File: src/rtl/cnn_pkg.sv
// Shared definitions for the convolution result path: default word width,
// conv-unit latency helper and the collector FSM state type.
package cnn_pkg;

    localparam int unsigned DEFAULT_DATA_WIDTH = 16;

    typedef enum logic [2:0] {
        ST_IDLE,
        ST_CLEAR,
        ST_ACCUM,
        ST_CAPTURE,
        ST_OUTPUT
    } conv_state_t;

    // Accumulation time of the conv unit after its reset is released.
    function automatic int unsigned conv_lat(input int unsigned d, input int unsigned f);
        return d * f * f + 2;
    endfunction

endpackage

File: src/rtl/conv_result_collector.sv
// Sequences the conv unit through one window at a time and packs N_OUT
// window results into a single output word with a valid/ready handshake.
module conv_result_collector
    import cnn_pkg::*;
#(
    parameter int unsigned DATA_WIDTH = DEFAULT_DATA_WIDTH,
    parameter int unsigned D          = 1,
    parameter int unsigned F          = 5,
    parameter int unsigned N_OUT      = 4
) (
    input  logic                          clk,
    input  logic                          reset,
    input  logic                          win_valid,
    output logic                          win_ready,
    output logic [$clog2(N_OUT):0]        win_idx,
    output logic                          hold_window,
    output logic                          conv_reset,
    input  logic [DATA_WIDTH-1:0]         conv_result,
    output logic                          out_valid,
    input  logic                          out_ready,
    output logic [N_OUT*DATA_WIDTH-1:0]   out_data
);

    localparam int unsigned LAT   = conv_lat(D, F);
    localparam int unsigned CNT_W = (LAT > 1) ? $clog2(LAT) : 1;
    localparam int unsigned IDX_W = $clog2(N_OUT) + 1;

    conv_state_t            state, state_next;
    logic [CNT_W-1:0]       cnt;
    logic                   cnt_last;
    logic [DATA_WIDTH-1:0]  slots [N_OUT];

    assign cnt_last = (cnt == CNT_W'(LAT - 1));

    always_comb begin
        state_next  = state;
        win_ready   = 1'b0;
        hold_window = 1'b0;
        out_valid   = 1'b0;
        case (state)
            ST_IDLE: begin
                win_ready = 1'b1;
                if (win_valid)
                    state_next = ST_CLEAR;
            end
            ST_CLEAR: begin
                hold_window = 1'b1;
                state_next  = ST_ACCUM;
            end
            ST_ACCUM: begin
                hold_window = 1'b1;
                if (cnt_last)
                    state_next = ST_CAPTURE;
            end
            ST_CAPTURE: begin
                hold_window = 1'b1;
                if (win_idx + IDX_W'(1) == IDX_W'(N_OUT))
                    state_next = ST_OUTPUT;
                else
                    state_next = ST_IDLE;
            end
            ST_OUTPUT: begin
                out_valid = 1'b1;
                if (out_ready)
                    state_next = ST_IDLE;
            end
            default: state_next = ST_IDLE;
        endcase
    end

    // conv_reset is registered from the next state so it lines up with the
    // state it describes without a combinational path to the conv unit.
    always_ff @(posedge clk or posedge reset) begin
        if (reset) begin
            state      <= ST_IDLE;
            conv_reset <= 1'b1;
        end else begin
            state      <= state_next;
            conv_reset <= !(state_next == ST_ACCUM || state_next == ST_CAPTURE);
        end
    end

    always_ff @(posedge clk or posedge reset) begin
        if (reset) begin
            cnt     <= '0;
            win_idx <= '0;
            for (int unsigned k = 0; k < N_OUT; k++)
                slots[k] <= '0;
        end else begin
            case (state)
                ST_CLEAR: cnt <= '0;
                ST_ACCUM: if (!cnt_last) cnt <= cnt + CNT_W'(1);
                ST_CAPTURE: begin
                    for (int unsigned k = 0; k < N_OUT; k++)
                        if (win_idx == IDX_W'(k))
                            slots[k] <= conv_result;
                    win_idx <= win_idx + IDX_W'(1);
                end
                ST_OUTPUT: if (out_ready) win_idx <= '0;
                default: ;
            endcase
        end
    end

    always_comb begin
        out_data = '0;
        for (int unsigned k = 0; k < N_OUT; k++)
            out_data[k*DATA_WIDTH +: DATA_WIDTH] = slots[k];
    end

endmodule

File: config.mk
export PLATFORM = sky130hd
export DESIGN_NAME = conv_result_collector
export DESIGN_NICKNAME = d
export VERILOG_FILES = /design/src/rtl/cnn_pkg.sv /design/src/rtl/conv_result_collector.sv
export SDC_FILE = /design/constraint.sdc
export NUM_CORES = 1
export LEC_CHECK = 0
export ABC_AREA = 1
export CELL_PAD_IN_SITES_DETAIL_PLACEMENT = 1
export CELL_PAD_IN_SITES_GLOBAL_PLACEMENT = 2
export CORE_MARGIN = 1
export CORE_UTILIZATION = 29
export DETAILED_ROUTE_END_ITERATION = 8
export PLACE_DENSITY_LB_ADDON = 0.1
export SLEW_MARGIN = 20
export SYNTH_ARGS = -nofsm -noshare
export SYNTH_HDL_FRONTEND = slang
export SYNTH_SLANG_ARGS = --single-unit
File: constraint.sdc
create_clock -name clk -period 3.19 [get_ports clk]
set_input_delay 0.638 -clock clk [delete_from_list [all_inputs] [get_ports clk]]
set_output_delay 0.638 -clock clk [all_outputs]
set_load 0.005 [all_outputs]
Word-level counts from Yosys, hierarchy flattened
Index checks and enable logic that the tools add are counted.
{"block": "classes", "n_mux": 12, "n_reduce_logical": 13, "n_addsub": 2, "n_eq_ne": 13}
{"op": "== test 3 x 2 -> 1 bit, second input constant", "count": 6}
{"op": "two-way mux 3 bit", "count": 5}
{"op": "one-hot mux 3 bit (5 select lines)", "count": 1}
{"op": "AND reduction 2 bit", "count": 6}
{"op": "one-hot mux 5 bit (2 select lines)", "count": 1}
{"op": "== test 3 x 1 -> 1 bit, second input constant", "count": 2}
{"op": "== test 3 bit, second input constant", "count": 2}
{"op": "zero test 3 bit", "count": 2}
{"op": "one-hot mux 3 bit (2 select lines)", "count": 1}
{"op": "adder 5 x 1 -> 5 bit, second input constant", "count": 1}
{"op": "== test 5 bit, second input constant", "count": 1}
{"op": "two-way mux 5 bit", "count": 1}
{"op": "inequality test 2 bit, second input constant", "count": 2}
{"op": "nonzero test 2 bit", "count": 2}
{"op": "adder 3 x 1 -> 3 bit, second input constant", "count": 1}
{"op": "two-way mux 1 bit", "count": 3}
{"op": "OR reduction 3 bit", "count": 1}
{"op": "zero test 1 bit", "count": 1}
{"op": "logical OR 1 bit", "count": 1}
{"block": "totals", "output_inout_bits": 71, "in_bits": 20, "regBits": 76, "wordCells": 48}

Longest topological paths before layout
Gate-level depths: netlist (run 1).
{"block": "depth", "depth_word": 7, "mapped_depth": 7, "mapped_depth_nobuf": 7}

Least setup slack after synthesis (run 1)
No wires, ideal clock.
{"block": "synth_path", "path_type": "reg2out", "startpoint": "register state[1]", "endpoint": "output win_ready", "stages_incl_launch_ff": 6, "slack_ns": 1.834, "path_buffers": 0, "arrival_ns": 0.718, "required_ns": 2.552, "path_cell_list": "dfrtp_1 inv_1 nand2_1 inv_1 nand2_1 inv_1"}
{"block": "synth_via", "elab_chain_len": 2}
{"element": "from (decl)", "line_no": "conv_result_collector.sv:28", "rtl": "conv_state_t state, state_next;"}
{"element": "from (signal assigned)", "line_no": "conv_result_collector.sv:78", "rtl": "state <= state_next;"}
{"element": "zero test 3 bit", "line_no": "conv_result_collector.sv:40", "rtl": "case (state)"}
{"element": "two-way mux 1 bit", "line_no": "conv_result_collector.sv:40"}
{"element": "to (decl)", "line_no": "conv_result_collector.sv:14", "rtl": "output logic win_ready,"}
No other way between the ends.

Worst setup path after layout (run 1)
Same ends and word-level chain as after synthesis.

==> results of run 1 <==
==> Yosys cell counts, types with 3 or more instances <==
cell type   n
inv_1      31
nor2_1      7
nand4_1     5
o21ai_0    15
o21ai_2    26
clkbuf_8    3
dfrtp_1    75
nand3_4     4
buf_6       9
nand3_1    11
ha_1        7
nand2_1    87
o21ai_1    26
==> per-layer routing <==
layer  up-vias  global-route usage  routed length (microns)
met5         -                   0                        0
met4         0             0.04403                      102
met3         9             0.04358                      339
met2        53              0.2331                     3641
met1      1102              0.1824                     3558
li1       1192                   -                        -
==> power by group through the flow <==
stage,clock network [mW],logic (mW),registers [mW]
after global routing,0.845,1.98,1.78
after floorplan,0,0.726,1.72
after global placement,0,1.77,1.73
after detailed placement,0,1.80,1.74
after CTS,0.805,1.81,1.72
final,0.772,1.77,1.72
==> kinds of logic (layout without fill, tap and decap cells) <==
| group | count (synthesis) | in the layout | synth area share |
|---|---|---|---|
| compound gates | 67 | 67 | 0.1332 |
| buf+inv | 46 | 141 | 0.08587 |
| flops | 76 | 76 | 0.5857 |
| simple gates | 118 | 118 | 0.1656 |
| xor+xnor | 1 | 1 | 0.002696 |
| fa+ha+maj | 7 | 7 | 0.02695 |
==> final cells by class <==
| class | count | area, sq um |
|---|---|---|
| clock buffer | 13 | 168.9 |
| clock inverter | 3 | 43.79 |
| fill | 1270 | 6481 |
| inverter | 33 | 132.6 |
| multi-input combinational | 193 | 1067 |
| sequential | 76 | 1903 |
| tap | 140 | 175.2 |
| timing repair buffer | 92 | 915.9 |
==> through the flow <==
| step | cells | hold WS [ns] | setup WS, ns | cell area (sq um) | power [mW] |
|---|---|---|---|---|---|
| 6_report | 550 | 0.4840 | 0.9367 | 4407 | 4.256 |
| 2_1_floorplan | 315 | 0.4754 | 0.6153 | 3249 | 2.449 |
| 5_1_grt | 550 | 0.5054 | 0.7867 | 4407 | 4.606 |
| 3_3_place_gp | 534 | 0.4658 | 1.307 | 4194 | 3.504 |
| 4_1_cts | 550 | 0.4891 | 0.8921 | 4407 | 4.337 |
| 3_5_place_dp | 534 | 0.4721 | 1.295 | 4194 | 3.541 |
==> path summary, 6_finish.rpt <==
kind	startpoint	end	slack, ns	cells past startpoint
worst max-delay path	state[1]	win_ready	0.94	6
worst min-delay path	out_data[26]	out_data[26]	0.48	2
worst max register to register	state[2]	out_data[42]	1.64	6
worst min register to register	out_data[26]	out_data[26]	0.48	2
max in group asynchronous	reset	conv_reset	1.82	3
min in group asynchronous	reset	out_data[53]	0.64	2
==> critical path: stages (launching register included) <==
cell             delay [ns]
dfrtp_1                0.41
inv_1                  0.09
nand2_1                0.07
inv_1                  0.09
nand2_1                0.05
inv_1                  0.07
clkdlybuf4s50_1        0.50
==> registers in the layout, indices dropped and copies added, names as in the netlist <==
| register | count |
|---|---|
| out_data | 64 |
| cnt | 5 |
| state | 3 |
| win_idx | 3 |
| conv_reset | 1 |
==> flow_summary_export.csv, run 1 <==
group,metric,value,unit
synth,ys_ff_latch,76,
synth,ys_seq_area_frac,0.5857,
clock_network,ctsHoldBuffers,0,
timing,slew_viol_final,0,
drt,drcViolationCount,0,
synth,yosys_warnings,0,
global_route,grt_pass1_vias,2391,
clock_network,cts_resized,0,
synth,async_flop_share,1.000,
pwr,comb_power_share,0.415,
global_route,grtUsageTotal,0.1435,
worst_setup_path,crit_type,"flop to output port",
hold_path,hp-class,"flop to flop",
drt,num_vias,2356,
job,drv_cap,0,
timing,setup_viol,0,
worst_setup_path,endpoint_kind,"output port",
pwr,power_leakage,2.081,nW
die,core-area,10890,sq um
global_route,antenna_found_initial,0,
die,die-area,11630,sq um
worst_setup_path,crit_fanout,3,
timing,rsz0062_at_grt,"no",
timing,hold_viol,0,
drt,avgRoutedWirePerCell,13.89,microns
clock_network,cts_made_buffers,9,
die,row_count,38,
timing,fmax,0.4438,GHz
place,port_buffers,90,
place,gp_congestion,0.7252,
final_layout,nets,432,
global_route,grt_pass1_wl,12660,microns
final_layout,drive_gt1_frac,0.1317,
pwr,pwr-share-seq,0.404,
global_route,grt_max_degree,34,
synth,synth_edf_count,0,
synth,synthCells,315,
clock_network,insertion_delay,0.34,ns
clock_network,clock_path_buffers,2,
drt,postRouteAntennaNets,0,
drt,totalWireLength,7641,microns
synth,synth_ff_type,"dfrtp_1",
synth,syn-cell-area,3249,sq um
pwr,internal-power,2.904,mW
synth,synth_area_leader_cell,"dfrtp_1",
clock_network,root_buffer,"clkbuf_8",
clock_network,htree_levels,3,
timing,tns,0,ns
synth,synthesis.nets,342,
worst_setup_path,worstPathArrival,1.62,ns
final_layout,antennaDiodeCount,0,
final_layout,layout.cells.most_common,"clkdlybuf4s50_1",
die,die_h,107.9,microns
die,die_w,107.9,microns
clock_network,postCtsSetupBuffers,0,
outcome,status,"complete, no violations",
final_layout,syn2layout_area_growth,35.62,%
drt,drtIter0Drc,44,
worst_setup_path,required,2.55,ns
global_route,grt_overflow,0,
synth,yosysTopAreaCellShare,0.5776,
pwr,pwr-share-clk,0.181,
timing,fin_crit_sh,0.7064,
drt,vias_per_cell,4.284,
synth,yosysUniqueCellTypes,22,
clock_network,cts_tree,"built",
timing,max_slew_margin,0.6555,
timing,post-route-min-period,2.253,ns
pwr,p_switching,1.352,mW
pwr,peakVddDrop,0.0003591,V
timing,worst_pin_slew,0.5161,ns
die,initial_core_util,0.2984,
timing,skew,0.01095,ns
synth,syn_area_per_cell,10.32,sq um
clock_network,cts_sinks,76,
pwr,power.density,965.8,nW/um^2
drt,first_pass_iters,4,
clock_network,path_clk_slew,0.08,ns
final_layout,layout_common_cells,"clkdlybuf4s50_1, nand2_1, dfrtp_1",
place,dp_hpwl,5293,microns
worst_setup_path,startpoint_type,"flop",
pwr,sw_frac_of_total,0.3176,
final_layout,utilization,0.4047,
die,io-pin-count,91,
synth,netlist_top_cells_area,"dfrtp_1, nand2_1, o21ai_2, o21ai_1, inv_1",
(Power assumes the default switching activity.)
==> run 2, diff against run 1 <==
Settings changed: CORE_UTILIZATION 29 to 26.
Clock period 3.19 ns to 2.03 ns, I/O delays scaled along.
==> run 2 against run 1 <==
Compared with the run above:
- wire length grew 4.9%
- final cell count grew 5.3%
- register-to-register slack lost 1.2 ns
- sequential share of layout area shrank 1.3 points
- count of clock-buffer cells in the layout shrank 3
- global-route usage shrank 0.50 points
- worst setup slack lost 0.81 ns
- die area grew 11%
- combinational power grew 61%
- critical path type unchanged
- highest routed layer unchanged
==> flow_summary_export.csv, run 2 (synthesis results as in run 1) <==
group,metric,value,unit
drt,first_pass_iters,4,
global_route,antenna_found_initial,0,
timing,skew,0.006259,ns
hold_path,hp-class,"flop to flop",
hold_path,hp-start,"out_data[26]",
worst_setup_path,startpoint_type,"flop",
timing,hold_viol,0,
worst_setup_path,worstRegToRegCells,6,
timing,max_slew_margin,0.6834,
die,die_h,113.8,microns
pwr,power.density,1560,nW/um^2
drt,postRouteAntennaNets,0,
final_layout,largest_reg_flops,64,
timing,rsz0062_at_grt,"no",
drt,num_vias,2395,
clock_network,cts_sinks,76,
final_layout,syn2layout_area_growth,39.89,%
pwr,power_leakage,2.133,nW
timing,fin_crit_sh,0.9398,
global_route,grt_overflow,0,
die,die-area,12950,sq um
die,row_count,40,
final_layout,layout_common_cells,"clkdlybuf4s50_1, nand2_1, dfrtp_1",
final_layout,fin_cells,579,
clock_network,clock_path_buffers,2,
die,initial_core_util,0.2683,
die,core-area,12110,sq um
timing,post-route-min-period,1.908,ns
place,dp.cells,561,
global_route,grt_pass1_wl,13770,microns
place,gp_congestion,0.7178,
worst_setup_path,crit_fanout,3,
timing,setup_viol,0,
timing,worst_pin_slew,0.4749,ns
worst_setup_path,endpoint_kind,"output port",
hold_path,min_to,"out_data[26]",
clock_network,cts_tree,"built",
worst_setup_path,r2r_slack,0.48,ns
timing,slew_viol_final,0,
drt,drcViolationCount,0,
clock_network,root_buffer,"clkbuf_16",
final_layout,drive_gt1_frac,0.1363,
timing,fmax,0.5242,GHz
hold_path,hold_depth,2,
place,port_buffers,90,
clock_network,insertion_delay,0.33,ns
worst_setup_path,crit_type,"flop to output port",
outcome,status,"complete, no violations",
global_route,grtUsageTotal,0.1386,
final_layout,layout.cells.most_common,"clkdlybuf4s50_1",
global_route,grt_max_degree,77,
place,dp_hpwl,5251,microns
drt,drtIter0Drc,91,
final_layout,antennaDiodeCount,0,
die,io-pin-count,91,
drt,totalWireLength,8016,microns
drt,avgRoutedWirePerCell,13.84,microns
worst_setup_path,r2r-start,"state[2]",
global_route,grt_pass1_vias,2606,
die,die_w,113.8,microns
job,drv_cap,0,
final_layout,nets,433,
clock_network,ctsHoldBuffers,0,
worst_setup_path,required,1.62,ns
worst_setup_path,reg2reg_to,"out_data[19]",
pwr,peakVddDrop,0.0004612,V
worst_setup_path,worstPathArrival,1.50,ns
drt,vias_per_cell,4.136,
clock_network,cts_made_buffers,9,
clock_network,htree_levels,3,
clock_network,path_clk_slew,0.06,ns
timing,tns,0,ns
run 2: cell types whose count changed in the layout (fill, tap and decap cells not counted), sizes merged:
cell           previous run  this run
buf                       2         3
clkinv                    3         4
clkinvlp                  0         1
clkbuf                   13        10
dlymetal6s2s              0         1
clkdlybuf4s50            90        89
inv                      32        33
run 2: timing repair:
action / 4_1_cts / 5_1_grt
setup endpoints to repair: 1 / 2
endpoints found under the hold margin: 0 / 0
setup buffers: 2 / 0
gates resized for setup: 0 / 2
run 2: area by class of cell:
type	count	area, sq um
clock buffer	10	229.0
clock inverter	6	62.56
fill	1416	7566
inverter	33	135.1
multi-input combinational	193	1067
sequential	76	1903
tap	168	210.2
timing repair buffer	93	938.4
run 2: per-stage QoR:
| step | power, mW | util | hold slack (ns) | setup slack [ns] | instance area [sq um] |
|---|---|---|---|---|---|
| after global routing | 7.676 | 0.3753 | 0.5036 | 0.001962 | 4546 |
| after detailed placement | 5.582 | 0.3498 | 0.4669 | 0.3645 | 4237 |
| after CTS | 7.250 | 0.3751 | 0.4831 | 0.04711 | 4543 |
| after global placement | 5.525 | 0.3498 | 0.4652 | 0.3791 | 4237 |
| after floorplan | 3.849 | - | 0.4754 | 0.7612 | 3253 |
| final | 7.091 | 0.3753 | 0.4781 | 0.1223 | 4546 |
run 2: power by group:
group	internal, mW	switching (mW)
Sequential	2.24	0.427
Clock	0.952	0.626
Combinational	1.68	1.16
Total	4.87	2.22
run 2: how the worst max path moves through the flow:
stage,slack (ns),end,cells after the start,start
6_report,0.12,out_valid,4,state[1]
5_1_grt,0.002,out_valid,4,state[1]
4_1_cts,0.05,win_ready,6,state[1]
3_5_place_dp,0.36,win_ready,6,state[1]
3_3_place_gp,0.38,win_ready,6,state[1]
2_1_floorplan,0.76,out_data[51],6,win_idx[2]
run 2: metal layers:
layer,GRT usage,wire length [microns],up-vias
li1,-,-,1201
met1,0.1871,4064,1128
met2,0.2163,3551,57
met3,0.03773,290,9
met4,0.04416,110,0
met5,0,0,-
run 2: critical path: stages (launching register included):
cell,delay (ns)
dfrtp_1,0.39
inv_2,0.07
nand2_1,0.07
nor2_1,0.13
clkdlybuf4s50_1,0.52
==> run 3, diff against run 2 <==
Settings changed: SLEW_MARGIN 20 to 15.
==> results of run 3 <==
The final DEF is identical to that of run 2; final timing and power are the same.
